==> src/rtl/display_scanner.sv <==
`default_nettype none
// ============================================================================
// Module      : display_scanner
// Description : Four-digit multiplexed 7-segment scanner with per-slot blanking
//               and frame-synchronous (tear-free) value updates.
//               Optional leading-zero blanking: define DISPLAY_SCANNER_LZB_EN.
// Revision    : 1.0 - initial release
// ============================================================================
module display_scanner #(
    parameter int REFRESH_DIV = 50000,
    parameter int BLANK_CYC   = 16
) (
    input  logic        clk,
    input  logic        rst_n,
    input  logic        load,
    input  logic [15:0] value_in,
    input  logic [3:0]  dp_in,
    output logic [3:0]  nibble,
    output logic [3:0]  dig_n,
    output logic        dp_n,
    output logic        pend,
    output logic        frame
);

    localparam int              CNT_W     = $clog2(REFRESH_DIV);
    localparam logic [CNT_W-1:0] C_CNT_MAX = CNT_W'(REFRESH_DIV - 1);
    localparam logic [CNT_W-1:0] C_BLANK   = CNT_W'(BLANK_CYC);

    logic [CNT_W-1:0] r_cnt;
    logic [1:0]       r_idx;
    logic [15:0]      r_disp;
    logic [3:0]       r_dpd;
    logic [15:0]      r_pend_val;
    logic [3:0]       r_pend_dp;
    logic             r_pend;

    logic             w_slot_end;
    logic             w_frame;
    logic             w_lead_zero;
    logic             w_lit;

    assign w_slot_end = (r_cnt == C_CNT_MAX);
    assign w_frame    = w_slot_end && (r_idx == 2'd3);

    // Slot timing: cnt runs through one digit slot, idx steps at slot end.
    always_ff @(posedge clk or negedge rst_n) begin
        if (!rst_n) begin
            r_cnt <= '0;
            r_idx <= 2'd0;
        end else if (w_slot_end) begin
            r_cnt <= '0;
            r_idx <= r_idx + 2'd1;
        end else begin
            r_cnt <= r_cnt + 1'b1;
        end
    end

    // Loads are parked until the frame boundary so all four digits change together.
    always_ff @(posedge clk or negedge rst_n) begin
        if (!rst_n) begin
            r_disp     <= 16'h0000;
            r_dpd      <= 4'h0;
            r_pend_val <= 16'h0000;
            r_pend_dp  <= 4'h0;
            r_pend     <= 1'b0;
        end else if (load && w_frame) begin
            r_disp <= value_in;
            r_dpd  <= dp_in;
            r_pend <= 1'b0;
        end else if (load) begin
            r_pend_val <= value_in;
            r_pend_dp  <= dp_in;
            r_pend     <= 1'b1;
        end else if (w_frame && r_pend) begin
            r_disp <= r_pend_val;
            r_dpd  <= r_pend_dp;
            r_pend <= 1'b0;
        end
    end

`ifdef DISPLAY_SCANNER_LZB_EN
    // A digit is a leading zero when it and every more significant digit are
    // zero and no decimal point is requested on it; digit 0 is never blanked.
    always_comb begin
        w_lead_zero = 1'b0;
        case (r_idx)
            2'd1:    w_lead_zero = (r_disp[15:4]  == 12'h000) && !r_dpd[1];
            2'd2:    w_lead_zero = (r_disp[15:8]  == 8'h00)   && !r_dpd[2];
            2'd3:    w_lead_zero = (r_disp[15:12] == 4'h0)    && !r_dpd[3];
            default: w_lead_zero = 1'b0;
        endcase
    end
`else
    assign w_lead_zero = 1'b0;
`endif

    // rst_n gating keeps the digits dark during reset even when BLANK_CYC is 0.
    assign w_lit  = rst_n && (r_cnt >= C_BLANK) && !w_lead_zero;

    assign dig_n  = w_lit ? ~(4'b0001 << r_idx) : 4'hF;
    assign dp_n   = ~(w_lit & r_dpd[r_idx]);
    assign nibble = r_disp[{r_idx, 2'b00} +: 4];
    assign pend   = r_pend;
    assign frame  = w_frame;

endmodule
`default_nettype wire

==> config.mk <==
export PLATFORM = sky130hd
export DESIGN_NAME = display_scanner
export DESIGN_NICKNAME = d
export VERILOG_FILES = /design/src/rtl/display_scanner.sv
export SDC_FILE = /design/constraint.sdc
export NUM_CORES = 1
export LEC_CHECK = 0
export ABC_AREA = 1
export CAP_MARGIN = 20
export CORE_MARGIN = 10
export CORE_UTILIZATION = 61
export DETAILED_ROUTE_END_ITERATION = 10
export GPL_ROUTABILITY_DRIVEN = 0
export MAX_ROUTING_LAYER = met4
export PLACE_DENSITY = 0.85
export SYNTH_ARGS = -nofsm -noshare
export SYNTH_HDL_FRONTEND = slang
export SYNTH_SLANG_ARGS = --single-unit
==> constraint.sdc <==
create_clock -name clk -period 4 [get_ports clk]
set_input_delay 0.8 -clock clk [delete_from_list [all_inputs] [get_ports clk]]
set_output_delay 0.8 -clock clk [all_outputs]
set_load 0.03 [all_outputs]
==> flow_summary.toml <==
[status]
status = "finished clean"

[final_layout]
seq_area_mm2 = 0.00148
multi_input_area_mm2 = 0.00139
finalNetCount = 489
area_growth_pct = 16.2
instances_no_fill = 531
n_antenna_cell = 0
drive_gt1_share_pct = 5.86
fillers = 404

[global_route]
grt_usage_pct = 18.5
grt_max_degree = 60
grt_overflow = 0
antenna_found_initial = 0
grt_pass1_wl_mm = 12.4
first_global_vias = 2715

[pwr]
clkPwrFrac_pct = 38.9
p_sw_uw = 270
p_seq_share_pct = 53.4
p_leak_nw = 2.09
power_mw = 1.17
p_per_area_mw_per_mm2 = 322
p_int_uw = 899
p_sw_share_pct = 23.1
ir_worst_vdd_v = 0.000256
power_frac_comb_pct = 7.7

[timing]
hold_violations = 0
max_freq_mhz = 300
setup_violations = 0
final.min_clock_period_ns = 3.33
finalMaxSlewViolations = 0
slew-limit-headroom_pct = 50.9
tightest_slew_ns = 0.736
fin_skew_ns = 0.00794
tns_ns = 0
hold_ws_ns = 0.470
rsz0062_at_grt = "false"
final.period_utilization_pct = 83.2

[detailed_routing]
drt_iter0_markers = 254
viasPerCell = 5.25
drt-total-wl_mm = 7.32
ant_nets = 0
drc = 0
firstDrtPassIters = 4
wl_per_cell_um = 13.8
dr_total_vias = 2790

[floorplan]
num_rows = 26
io_pins = 34
core_region_area_mm2 = 0.00504
start_util_pct = 62.0
die_w_um = 91.6
die-area_mm2 = 0.00839
fp.dieH_um = 91.6

[clock_tree]
cts_num_sinks = 59
htree_levels = 3
cts_buffers = 9
cts-root-buf = "clkbuf_8"
clkSlewWorstSetupHoldPaths_ns = 0.06
ctsHoldBuffers = 0
cts_buffer_depth = 2
postCtsSetupBuffers = 0
cts_tree = "built"
clk-insertion-delay-late_ns = 0.33
cts.repair.resized = 0

[critical_path]
slowest_delay_ns = 0.67
path_buf_inv = 3
cp-start-kind = "flop"
crit_slowest_cell = "clkdlybuf4s50_1"
r2r.worst_path.cells = 9
path_delay_family = "buffers and inverters"
setup.worst_path.class = "reg2out"
path_common_cell = "nand2_4"
path_cells = "ha_1 -> nand3_1 -> nor2_2 -> nand2_4 -> clkinv_2 -> nand2_4 -> inv_1 -> clkdlybuf4s50_1"
crit_required_ns = 3.20
crit_fanout = 23
arrival_ns = 2.53
end_kind = "primary output"
crit_cells = 8

[placed_design]
portBuffers = 33
place_inst = 519
dp_hpwl_mm = 5.13

[yosys]
synth_top_area_cell = "dfrtp_1"
avgSynthCellArea_um2 = 7.31
ys_seq_area_share_pct = 47.2
synth_edf_count = 0
netlist_area_mm2 = 0.00313
syn_inst = 428
synth_commonest_cells = "147 x nand2_1, 80 x nor2_1, 59 x dfrtp_1, 42 x inv_1, 28 x nand3_1"
ys_warn_count = 0
synth_top_area_share_pct = 47.2
synth-main-ff-cell = "dfrtp_1"
synth_cell_types = 24
synth_nets = 457
synthArstFlopShare_pct = 100
yosysMostFrequentCell = "nand2_1"
synthTopCellsByArea = "dfrtp_1 47%, nand2_1 18%, nor2_1 9.6%"
ys_ff_latch = 59

[min_path]
hold_path.class = "reg2reg"
holdPathStages = 2

[job]
max_cap_viol_count = 0
per-stage QoR:
| step | utilization, % | setup slack, ns | cell area, um^2 |
|---|---|---|---|
| 2_1_floorplan | - | 1.73 | 3130 |
| 3_3_place_gp | 69.0 | 1.14 | 3480 |
| 3_5_place_dp | 69.0 | 1.03 | 3480 |
| 4_1_cts | 72.1 | 0.663 | 3630 |
| 5_1_grt | 72.1 | 0.551 | 3630 |
| 6_report | 72.1 | 0.670 | 3630 |
path summary, 6_finish.rpt:
path	start	to	slack (ns)
max in group asynchronous	rst_n	r_disp[9]	2.89
setup / recovery	r_cnt[0]	frame	0.67
min in group asynchronous	rst_n	r_dpd[1]	0.63
hold reg to reg	r_pend_val[3]	r_pend_val[3]	0.47
setup reg to reg	r_cnt[0]	r_pend_val[0]	2.09
hold / removal	r_pend_val[3]	r_pend_val[3]	0.47
metal layers:
layer | share of wire (%) | GRT usage, % | routed length, um
met2 | 48 | 29.7 | 3510
met5 | 0 | - | 0
met1 | 43 | 21.4 | 3170
met4 | 3.1 | 9.79 | 227
met3 | 5.7 | 3.67 | 416
area by class of cell:
type                       instances  area share [%]
clock buffer                      12            4.27
sequential                        59            40.6
timing repair buffer              37            9.78
inverter                          45            4.72
multi-input combinational        308            38.2
tap                               70            2.41
registers in the layout, summed over array words and instances (netlist names):
name	flops
r_disp	16
r_dpd	4
r_cnt	16
r_idx	2
pend	1
r_pend_val	16
r_pend_dp	4
cell usage in the layout, fill, tap and decap left out, types with 4 or more instances in the layout:
master / n
nand4_1: 6
clkdlybuf4s50_1: 32
nor2_1: 80
nand3_1: 28
o22ai_1: 5
dfrtp_1: 59
buf_4: 4
xor2_1: 9
inv_1: 42
clkbuf_8: 11
o21ai_0: 12
nand2_1: 147
ha_1: 6
worst register-to-register path: cells and delay by family (launching register included):
family / cells / cell delay (ns)
adders and majority gates: 1 / 0.23
DFF: 1 / 0.40
buffers and inverters: 1 / 0.11
and+or+nand+nor: 7 / 1.11
logic make-up after synthesis:
family,count (synthesis),share of synthesized area [%]
and+or+nand+nor,272,35.6
AOI/OAI and AO/OA,21,3.80
buffers and inverters,61,8.44
DFF,59,47.2
adders and majority gates,6,2.40
xor gates and xnor gates,9,2.52
power by group through the flow:
| stage | Combinational, mW | Sequential (mW) | Clock [mW] |
|---|---|---|---|
| after detailed placement | 0.0911 | 0.634 | 0 |
| final | 0.0904 | 0.624 | 0.455 |
| after global placement | 0.0889 | 0.634 | 0 |
| after global routing | 0.104 | 0.625 | 0.491 |
| after floorplan | 0.0463 | 0.633 | 0 |
| after CTS | 0.0918 | 0.624 | 0.463 |
Power figures use the tool's default switching activity.
